File: src/rtl/pair_uop_sequencer_if.sv
// ---------------------------------------------------------------------------
// pair_uop_sequencer_if : fetch-side and dispatch-side signals of the sequencer
// Rev 1.0
// ---------------------------------------------------------------------------
`default_nettype none

interface pair_uop_sequencer_if #(
  parameter int INSNBITS_SIZE = 32
);
  logic                     in_stall;
  logic [INSNBITS_SIZE-1:0] in_fetch_insnbits;
  logic                     in_fetch_done;
  logic                     out_fetch_stall;
  logic [INSNBITS_SIZE-1:0] out_uop_insnbits;
  logic                     out_uop_done;
  logic                     out_uop_first;
  logic                     out_uop_last;
  logic                     out_uop_ofs_ovf;

  modport master (
    output in_stall, in_fetch_insnbits, in_fetch_done,
    input  out_fetch_stall, out_uop_insnbits, out_uop_done,
           out_uop_first, out_uop_last, out_uop_ofs_ovf
  );

  modport slave (
    input  in_stall, in_fetch_insnbits, in_fetch_done,
    output out_fetch_stall, out_uop_insnbits, out_uop_done,
           out_uop_first, out_uop_last, out_uop_ofs_ovf
  );
endinterface

`default_nettype wire

File: src/rtl/pair_uop_sequencer.sv
// ---------------------------------------------------------------------------
// pair_uop_sequencer : cracks STP (signed offset) / LDP (post-index) into uops
// Rev 1.0
// ---------------------------------------------------------------------------
`default_nettype none

module pair_uop_sequencer #(
  parameter int INSNBITS_SIZE   = 32,
  parameter int PAIR_SCALE_LOG2 = 3
) (
  input  wire logic               in_clk,
  input  wire logic               in_rst,
  pair_uop_sequencer_if.slave     bus
);

  localparam logic [10:0] c_STUR_OPC = 11'b11111000000;
  localparam logic [10:0] c_LDUR_OPC = 11'b11111000010;
  localparam logic [9:0]  c_ADD_OPC  = 10'b1001000100;
  localparam logic [9:0]  c_SUB_OPC  = 10'b1101000100;
  localparam logic [9:0]  c_STP_CLS  = 10'b1010100100;
  localparam logic [9:0]  c_LDP_CLS  = 10'b1010100011;

  typedef enum logic [1:0] {
    S_IDLE = 2'd0,
    S_UOP1 = 2'd1,
    S_UOP2 = 2'd2
  } state_t;

  state_t r_state, w_state_nxt;

  logic [INSNBITS_SIZE-1:0] r_insn, w_insn_nxt;
  logic r_done, w_done_nxt;
  logic r_first, w_first_nxt;
  logic r_last, w_last_nxt;
  logic r_ovf, w_ovf_nxt;
  logic w_latch;

  logic        r_is_ldp;
  logic [4:0]  r_rt2;
  logic [4:0]  r_rn;
  logic [11:0] r_off;

  logic        w_accept;
  logic        w_is_stp;
  logic        w_is_ldp;
  logic [6:0]  w_imm7;
  logic [4:0]  w_rt2;
  logic [4:0]  w_rn;
  logic [4:0]  w_rt;
  logic [11:0] w_off;
  logic [11:0] w_step;
  logic [11:0] w_off1;
  logic [11:0] w_wb_imm;
  logic [INSNBITS_SIZE-1:0] w_wb_insn;

  function automatic logic [INSNBITS_SIZE-1:0] f_lsu(
    input logic [10:0] opc, input logic [11:0] off,
    input logic [4:0] rn, input logic [4:0] rt);
    f_lsu = INSNBITS_SIZE'({opc, off[8:0], 2'b00, rn, rt});
  endfunction

  function automatic logic [INSNBITS_SIZE-1:0] f_addsub(
    input logic [9:0] opc, input logic [11:0] imm, input logic [4:0] rn);
    f_addsub = INSNBITS_SIZE'({opc, imm, rn, rn});
  endfunction

  // imm9 holds -256..255 exactly when bits [11:8] are a pure sign extension
  function automatic logic f_ovf(input logic [11:0] off);
    f_ovf = ~((&off[11:8]) | ~(|off[11:8]));
  endfunction

  assign bus.out_fetch_stall  = bus.in_stall | (r_state != S_IDLE);
  assign bus.out_uop_insnbits = r_insn;
  assign bus.out_uop_done     = r_done;
  assign bus.out_uop_first    = r_first;
  assign bus.out_uop_last     = r_last;
  assign bus.out_uop_ofs_ovf  = r_ovf;

  assign w_accept = bus.in_fetch_done & ~bus.out_fetch_stall;
  assign w_is_stp = (bus.in_fetch_insnbits[31:22] == c_STP_CLS);
  assign w_is_ldp = (bus.in_fetch_insnbits[31:22] == c_LDP_CLS);
  assign w_imm7   = bus.in_fetch_insnbits[21:15];
  assign w_rt2    = bus.in_fetch_insnbits[14:10];
  assign w_rn     = bus.in_fetch_insnbits[9:5];
  assign w_rt     = bus.in_fetch_insnbits[4:0];
  assign w_off    = {{5{w_imm7[6]}}, w_imm7} << PAIR_SCALE_LOG2;
  assign w_step   = 12'(1) << PAIR_SCALE_LOG2;
  assign w_off1   = r_off + w_step;
  assign w_wb_imm = r_off[11] ? (12'd0 - r_off) : r_off;
  assign w_wb_insn = f_addsub(r_off[11] ? c_SUB_OPC : c_ADD_OPC, w_wb_imm, r_rn);

  always_comb begin
    w_state_nxt = r_state;
    w_insn_nxt  = r_insn;
    w_done_nxt  = 1'b0;
    w_first_nxt = 1'b0;
    w_last_nxt  = 1'b0;
    w_ovf_nxt   = 1'b0;
    w_latch     = 1'b0;
    case (r_state)
      S_IDLE: begin
        if (w_accept) begin
          w_done_nxt  = 1'b1;
          w_first_nxt = 1'b1;
          if (w_is_stp || w_is_ldp) begin
            w_latch     = 1'b1;
            w_state_nxt = S_UOP1;
            if (w_is_ldp) begin
              w_insn_nxt = f_lsu(c_LDUR_OPC, 12'd0, w_rn, w_rt);
            end else begin
              w_insn_nxt = f_lsu(c_STUR_OPC, w_off, w_rn, w_rt);
              w_ovf_nxt  = f_ovf(w_off);
            end
          end else begin
            w_insn_nxt = bus.in_fetch_insnbits;
            w_last_nxt = 1'b1;
          end
        end
      end
      S_UOP1: begin
        w_done_nxt = 1'b1;
        if (r_is_ldp) begin
          w_insn_nxt  = f_lsu(c_LDUR_OPC, w_step, r_rn, r_rt2);
          w_ovf_nxt   = f_ovf(w_step);
          w_state_nxt = S_UOP2;
        end else begin
          w_insn_nxt  = f_lsu(c_STUR_OPC, w_off1, r_rn, r_rt2);
          w_ovf_nxt   = f_ovf(w_off1);
          w_last_nxt  = 1'b1;
          w_state_nxt = S_IDLE;
        end
      end
      S_UOP2: begin
        w_done_nxt  = 1'b1;
        w_last_nxt  = 1'b1;
        w_insn_nxt  = w_wb_insn;
        w_state_nxt = S_IDLE;
      end
      default: w_state_nxt = S_IDLE;
    endcase
  end

  // A downstream stall freezes the whole pipeline stage, fields included
  always_ff @(posedge in_clk) begin
    if (in_rst) begin
      r_state  <= S_IDLE;
      r_insn   <= '0;
      r_done   <= 1'b0;
      r_first  <= 1'b0;
      r_last   <= 1'b0;
      r_ovf    <= 1'b0;
      r_is_ldp <= 1'b0;
      r_rt2    <= '0;
      r_rn     <= '0;
      r_off    <= '0;
    end else if (!bus.in_stall) begin
      r_state <= w_state_nxt;
      r_insn  <= w_insn_nxt;
      r_done  <= w_done_nxt;
      r_first <= w_first_nxt;
      r_last  <= w_last_nxt;
      r_ovf   <= w_ovf_nxt;
      if (w_latch) begin
        r_is_ldp <= w_is_ldp;
        r_rt2    <= w_rt2;
        r_rn     <= w_rn;
        r_off    <= w_off;
      end
    end
  end

endmodule

`default_nettype wire

File: src/flat_wrapper.sv
// flat-port wrapper written by rule: the top's interface ports become plain ports
module pair_uop_sequencer_flat 
#(
  parameter int INSNBITS_SIZE   = 32,
  parameter int PAIR_SCALE_LOG2 = 3
)
  (in_clk, in_rst, bus_in_stall, bus_in_fetch_insnbits, bus_in_fetch_done, bus_out_fetch_stall, bus_out_uop_insnbits, bus_out_uop_done, bus_out_uop_first, bus_out_uop_last, bus_out_uop_ofs_ovf);
  pair_uop_sequencer_if #(.INSNBITS_SIZE(INSNBITS_SIZE)) bus_i ();
  input  wire logic in_clk;
  input  wire logic in_rst;
  input wire logic [$bits(bus_i.in_stall)-1:0] bus_in_stall;
  input wire logic [$bits(bus_i.in_fetch_insnbits)-1:0] bus_in_fetch_insnbits;
  input wire logic [$bits(bus_i.in_fetch_done)-1:0] bus_in_fetch_done;
  output wire logic [$bits(bus_i.out_fetch_stall)-1:0] bus_out_fetch_stall;
  output wire logic [$bits(bus_i.out_uop_insnbits)-1:0] bus_out_uop_insnbits;
  output wire logic [$bits(bus_i.out_uop_done)-1:0] bus_out_uop_done;
  output wire logic [$bits(bus_i.out_uop_first)-1:0] bus_out_uop_first;
  output wire logic [$bits(bus_i.out_uop_last)-1:0] bus_out_uop_last;
  output wire logic [$bits(bus_i.out_uop_ofs_ovf)-1:0] bus_out_uop_ofs_ovf;
  assign bus_i.in_stall = bus_in_stall;
  assign bus_i.in_fetch_insnbits = bus_in_fetch_insnbits;
  assign bus_i.in_fetch_done = bus_in_fetch_done;
  assign bus_out_fetch_stall = bus_i.out_fetch_stall;
  assign bus_out_uop_insnbits = bus_i.out_uop_insnbits;
  assign bus_out_uop_done = bus_i.out_uop_done;
  assign bus_out_uop_first = bus_i.out_uop_first;
  assign bus_out_uop_last = bus_i.out_uop_last;
  assign bus_out_uop_ofs_ovf = bus_i.out_uop_ofs_ovf;
  pair_uop_sequencer #(.INSNBITS_SIZE(INSNBITS_SIZE), .PAIR_SCALE_LOG2(PAIR_SCALE_LOG2)) u_core (.in_clk(in_clk), .in_rst(in_rst), .bus(bus_i));
endmodule
File: config.mk
export PLATFORM = sky130hd
export DESIGN_NAME = pair_uop_sequencer_flat
export DESIGN_NICKNAME = d
export VERILOG_FILES = /design/src/rtl/pair_uop_sequencer_if.sv /design/src/rtl/pair_uop_sequencer.sv /design/src/flat_wrapper.sv
export SDC_FILE = /design/constraint.sdc
export NUM_CORES = 1
export LEC_CHECK = 0
export CORE_MARGIN = 2
export CORE_UTILIZATION = 44
export DETAILED_ROUTE_END_ITERATION = 10
export PLACE_DENSITY = 0.76
export SLEW_MARGIN = 20
export SYNTH_ARGS = -nofsm -noshare
export SYNTH_HDL_FRONTEND = slang
export SYNTH_SLANG_ARGS = --single-unit
File: constraint.sdc
create_clock -name in_clk -period 1.85 [get_ports in_clk]
set_input_delay 0.555 -clock in_clk [delete_from_list [all_inputs] [get_ports in_clk]]
set_output_delay 0.555 -clock in_clk [all_outputs]
set_load 0.005 [all_outputs]
==> summary.txt <==
Synth Cell Area: 2880 sq um
GP Congestion: 0.960
Final antenna-violating net count: 0
Largest family of logic cells by synthesized area: simple AND/OR/NAND/NOR gates
Number of synthesized flops with an enable pin: 0
Slew Limit Fails: 0
Initial antenna violation count: 0
PwrDens: 562 nW/um^2
Multi-input logic area: 1700 sq um
Later-pin clock latency in the skew report: 0.32 ns
Clock Tree Root: clkbuf_8
Commonest cells post-synth: 56 x dfxtp_1, 51 x nor2_1, 22 x mux2i_1
Setup Crit Path Kind: flop to flop
Minimum clock period: 1.84 ns
Placed Instances: 493
Worst-path clk slew: 0.11 ns
Crit path buffers/inverters: 2
Nets: 473
R2R Path End: u_core.bus.out_uop_insnbits[4]
Synth area leader: dfxtp_1
# diodes: 0
Synth cell types: 54
Std-Cell Rows: 29
Post-Syn Nets: 372
Post-synthesis simple-gate area fraction: 24.0%
Vias in the first global route: 2875
Hold path cells: 2
Core ar.: 6350 sq um
RSZ-0062 raised after global routing: yes
Crit path capture type: flop
GRT Total Usage: 24.7%
Post-synth top area share: 39.0%
Register Area: 1120 sq um
First-pass GRT wire length: 14100 um
Initial Utilization: 45.3%
Synth Register Bits: 56
Area Growth Syn to Fin: 45.0%
Share of layout cells above drive strength 1: 20.2%
CP Cell Sequence: inv_4 -> ha_4 -> buf_6 -> nor2b_4 -> or3_4 -> or3_4 -> a21oi_2
Synth Instances: 329
Port bufs: 72
Min-Delay Path Class: flop to flop
CTS tree: done
Mux contribution to synthesized area: 7.66%
Crit-path leading delay family: simple AND/OR/NAND/NOR gates
Final Cycle Share: 99.7%
Clock Sinks: 56
Hpwl dp: 6270 um
Wire per inst: 17.7 um
Fin worst setup slack: 0.00629 ns
FF-to-FF Start: u_core.r_state[0]
Status: complete, no violations
Worst-path fanout max: 6
DR iter-0 viols: 266
Most frequent CP cell: or3_4
Synth Warn #: 0
Final cell count without fillers: 508
TritonCTS Buffers: 5
Mean Syn Cell Area: 8.74 sq um
Clock Skews: 0.0154 ns
R2r setup slk: 0.006 ns
Avg Vias per Cell: 5.80
CP Data Required Time: 2.11 ns
Total Wirelength: 8990 um
Synth Area in Compound Gates: 18.5%
P_leak: 1.72 nW
Slew headroom: 71.0%
Via Count: 2945
FF-to-FF path depth: 7
Die Area: 7200 sq um
1st-pass router iterations: 4
Residual DRC count: 0
Worst slew pin tran: 0.429 ns
Slowest CP cell: or3_4
Chip width: 84.9 um
Synth Area in Adders: 3.04%
Prevailing post-synth register cell: dfxtp_1
Synth top area cells: dfxtp_1 39%, mux2i_1 7.7%, nor2_1 6.7%
Max-Cap Viols: 0
H-tree levels: 2
Die Y: 84.9 um
Worst Setup Start Kind: flop
Final setup viols: 0
Seq/Total Area, Yosys: 39.0%
IO Pins: 73
Clk buf depth: 2
Post-Synth XOR/XNOR Area: 1.83%
Pin count of the biggest net entering global routing: 24
Most instantiated library cell after synthesis: dfxtp_1
Gr ovfl total: 0
Fraction of registers with async set/reset: 0%
Hold path startpoint: u_core.bus.out_uop_insnbits[1]
Worst EP arrival: 2.10 ns
Hold Path Sink: u_core.bus.out_uop_insnbits[1]
Fin. Hold Viols: 0
Filler cells: 524
VDD IR max: 397 uV
Setup Slack @ Placement: -0.466 ns
FMAX: 542 MHz
Max stage delay on crit path: 0.43 ns
## where the power goes
part           internal [mW]  leakage (nW)  switching, mW
clock network          0.270        0.0445          0.424
registers               1.25         0.458         0.0255
logic                  0.219          1.22          0.158
total                   1.74          1.72          0.607
## how the worst max path moves through the flow
stage	slack [ns]	depth (start not counted)	end	startpoint
global route	-0.04	7	u_core.bus.out_uop_insnbits[4]	u_core.r_state[0]
floorplan	0.006	8	u_core.bus.out_uop_insnbits[5]	u_core.r_state[0]
detailed placement	-0.47	6	u_core.bus.out_uop_insnbits[30]	bus_in_fetch_insnbits[24]
finish	0.006	7	u_core.bus.out_uop_insnbits[4]	u_core.r_state[0]
global placement	-0.37	5	u_core.bus.out_uop_insnbits[4]	bus_in_fetch_done
CTS	-0.04	7	u_core.bus.out_uop_insnbits[4]	u_core.r_state[0]
## layer usage
| layer | vias up | global-route usage, % | routed length (um) |
|---|---|---|---|
| li1 | 1401 | - | - |
| met1 | 1411 | 33.2 | 3810 |
| met2 | 120 | 40.6 | 4320 |
| met3 | 13 | 4.86 | 689 |
| met4 | 0 | 6.78 | 167 |
| met5 | - | 0 | 0 |
## stage by stage
stage                     TNS (ns)  power (mW)  cell area, sq um  utilization [%]  hold WS (ns)
after floorplan                  0        1.43              2880                -         0.448
after global placement      -15.86        1.65              3900             61.5         0.445
after detailed placement    -18.04        1.66              3900             61.5         0.455
after CTS                   -0.139        2.34              4050             63.8         0.470
after global routing        -0.137        2.44              4170             65.7         0.490
final                            0        2.34              4170             65.7         0.467
## registers in the layout, indices dropped and copies added (netlist names)
name / count
u_core.bus.out_uop_insnbits: 32
u_core.r_off: 7
u_core.r_rn: 5
u_core.r_rt2: 5
u_core.r_state: 2
u_core.bus.out_uop_done: 1
u_core.bus.out_uop_first: 1
u_core.bus.out_uop_last: 1
u_core.bus.out_uop_ofs_ovf: 1
u_core.r_is_ldp: 1
## layout make-up
class	count	area share (%)
repair buffers	120	26.9
clock inverters	3	0.510
well taps	77	2.31
multi-input cells	238	40.8
flip-flops and latches	56	26.9
inverters	9	0.870
clock buffers	5	1.65
## cell families (layout without fill, tap and decap cells)
logic type | Yosys count | in the layout
compound gates | 69 | 69
simple gates | 132 | 134
xor+xnor | 6 | 6
buf+inv | 37 | 137
fa+ha+maj | 7 | 7
mux | 22 | 22
flops | 56 | 56
## timing repair
action | CTS | global route
endpoints found under the setup margin | 33 | 24
hold buffers | 0 | 0
setup buffers | 3 | 2
resized for setup | 19 | 25
pin swaps | 5 | 10
gates cloned | 1 | 1
## cells in the final DEF (no fill, tap or decap), types with 3 or more instances in the layout
cell             synthesis  layout
a211oi_1                 7       6
a21oi_1                 14      11
a21oi_2                  0       3
a221oi_1                11      11
a311oi_1                 5       3
a32oi_1                  7       7
and2_1                   5       5
buf_12                   0       3
buf_4                    0      41
buf_6                    3       4
clkbuf_8                 0       5
clkdlybuf4s50_1          0      58
dfxtp_1                 56      54
dlygate4sd2_1            0       8
dlymetal6s2s_1           0       4
ha_1                     7       5
inv_1                    8       6
mux2i_1                 22      22
nand2_1                 14      14
nand2b_1                 6       6
nand3_1                 10      10
nor2_1                  51      51
nor2b_1                  3       3
nor3_1                  14      14
or3_1                    7       5
or3_4                    1       5
xor2_1                   4       4
## worst register-to-register path: cells and delay by family (launching register included)
family / cells / cell delay, ns
compound gates: 1 / 0.13
fa+ha+maj: 1 / 0.15
buf+inv: 2 / 0.16
flops: 1 / 0.38
simple gates: 3 / 0.95
Power figures use the tool's default switching activity.
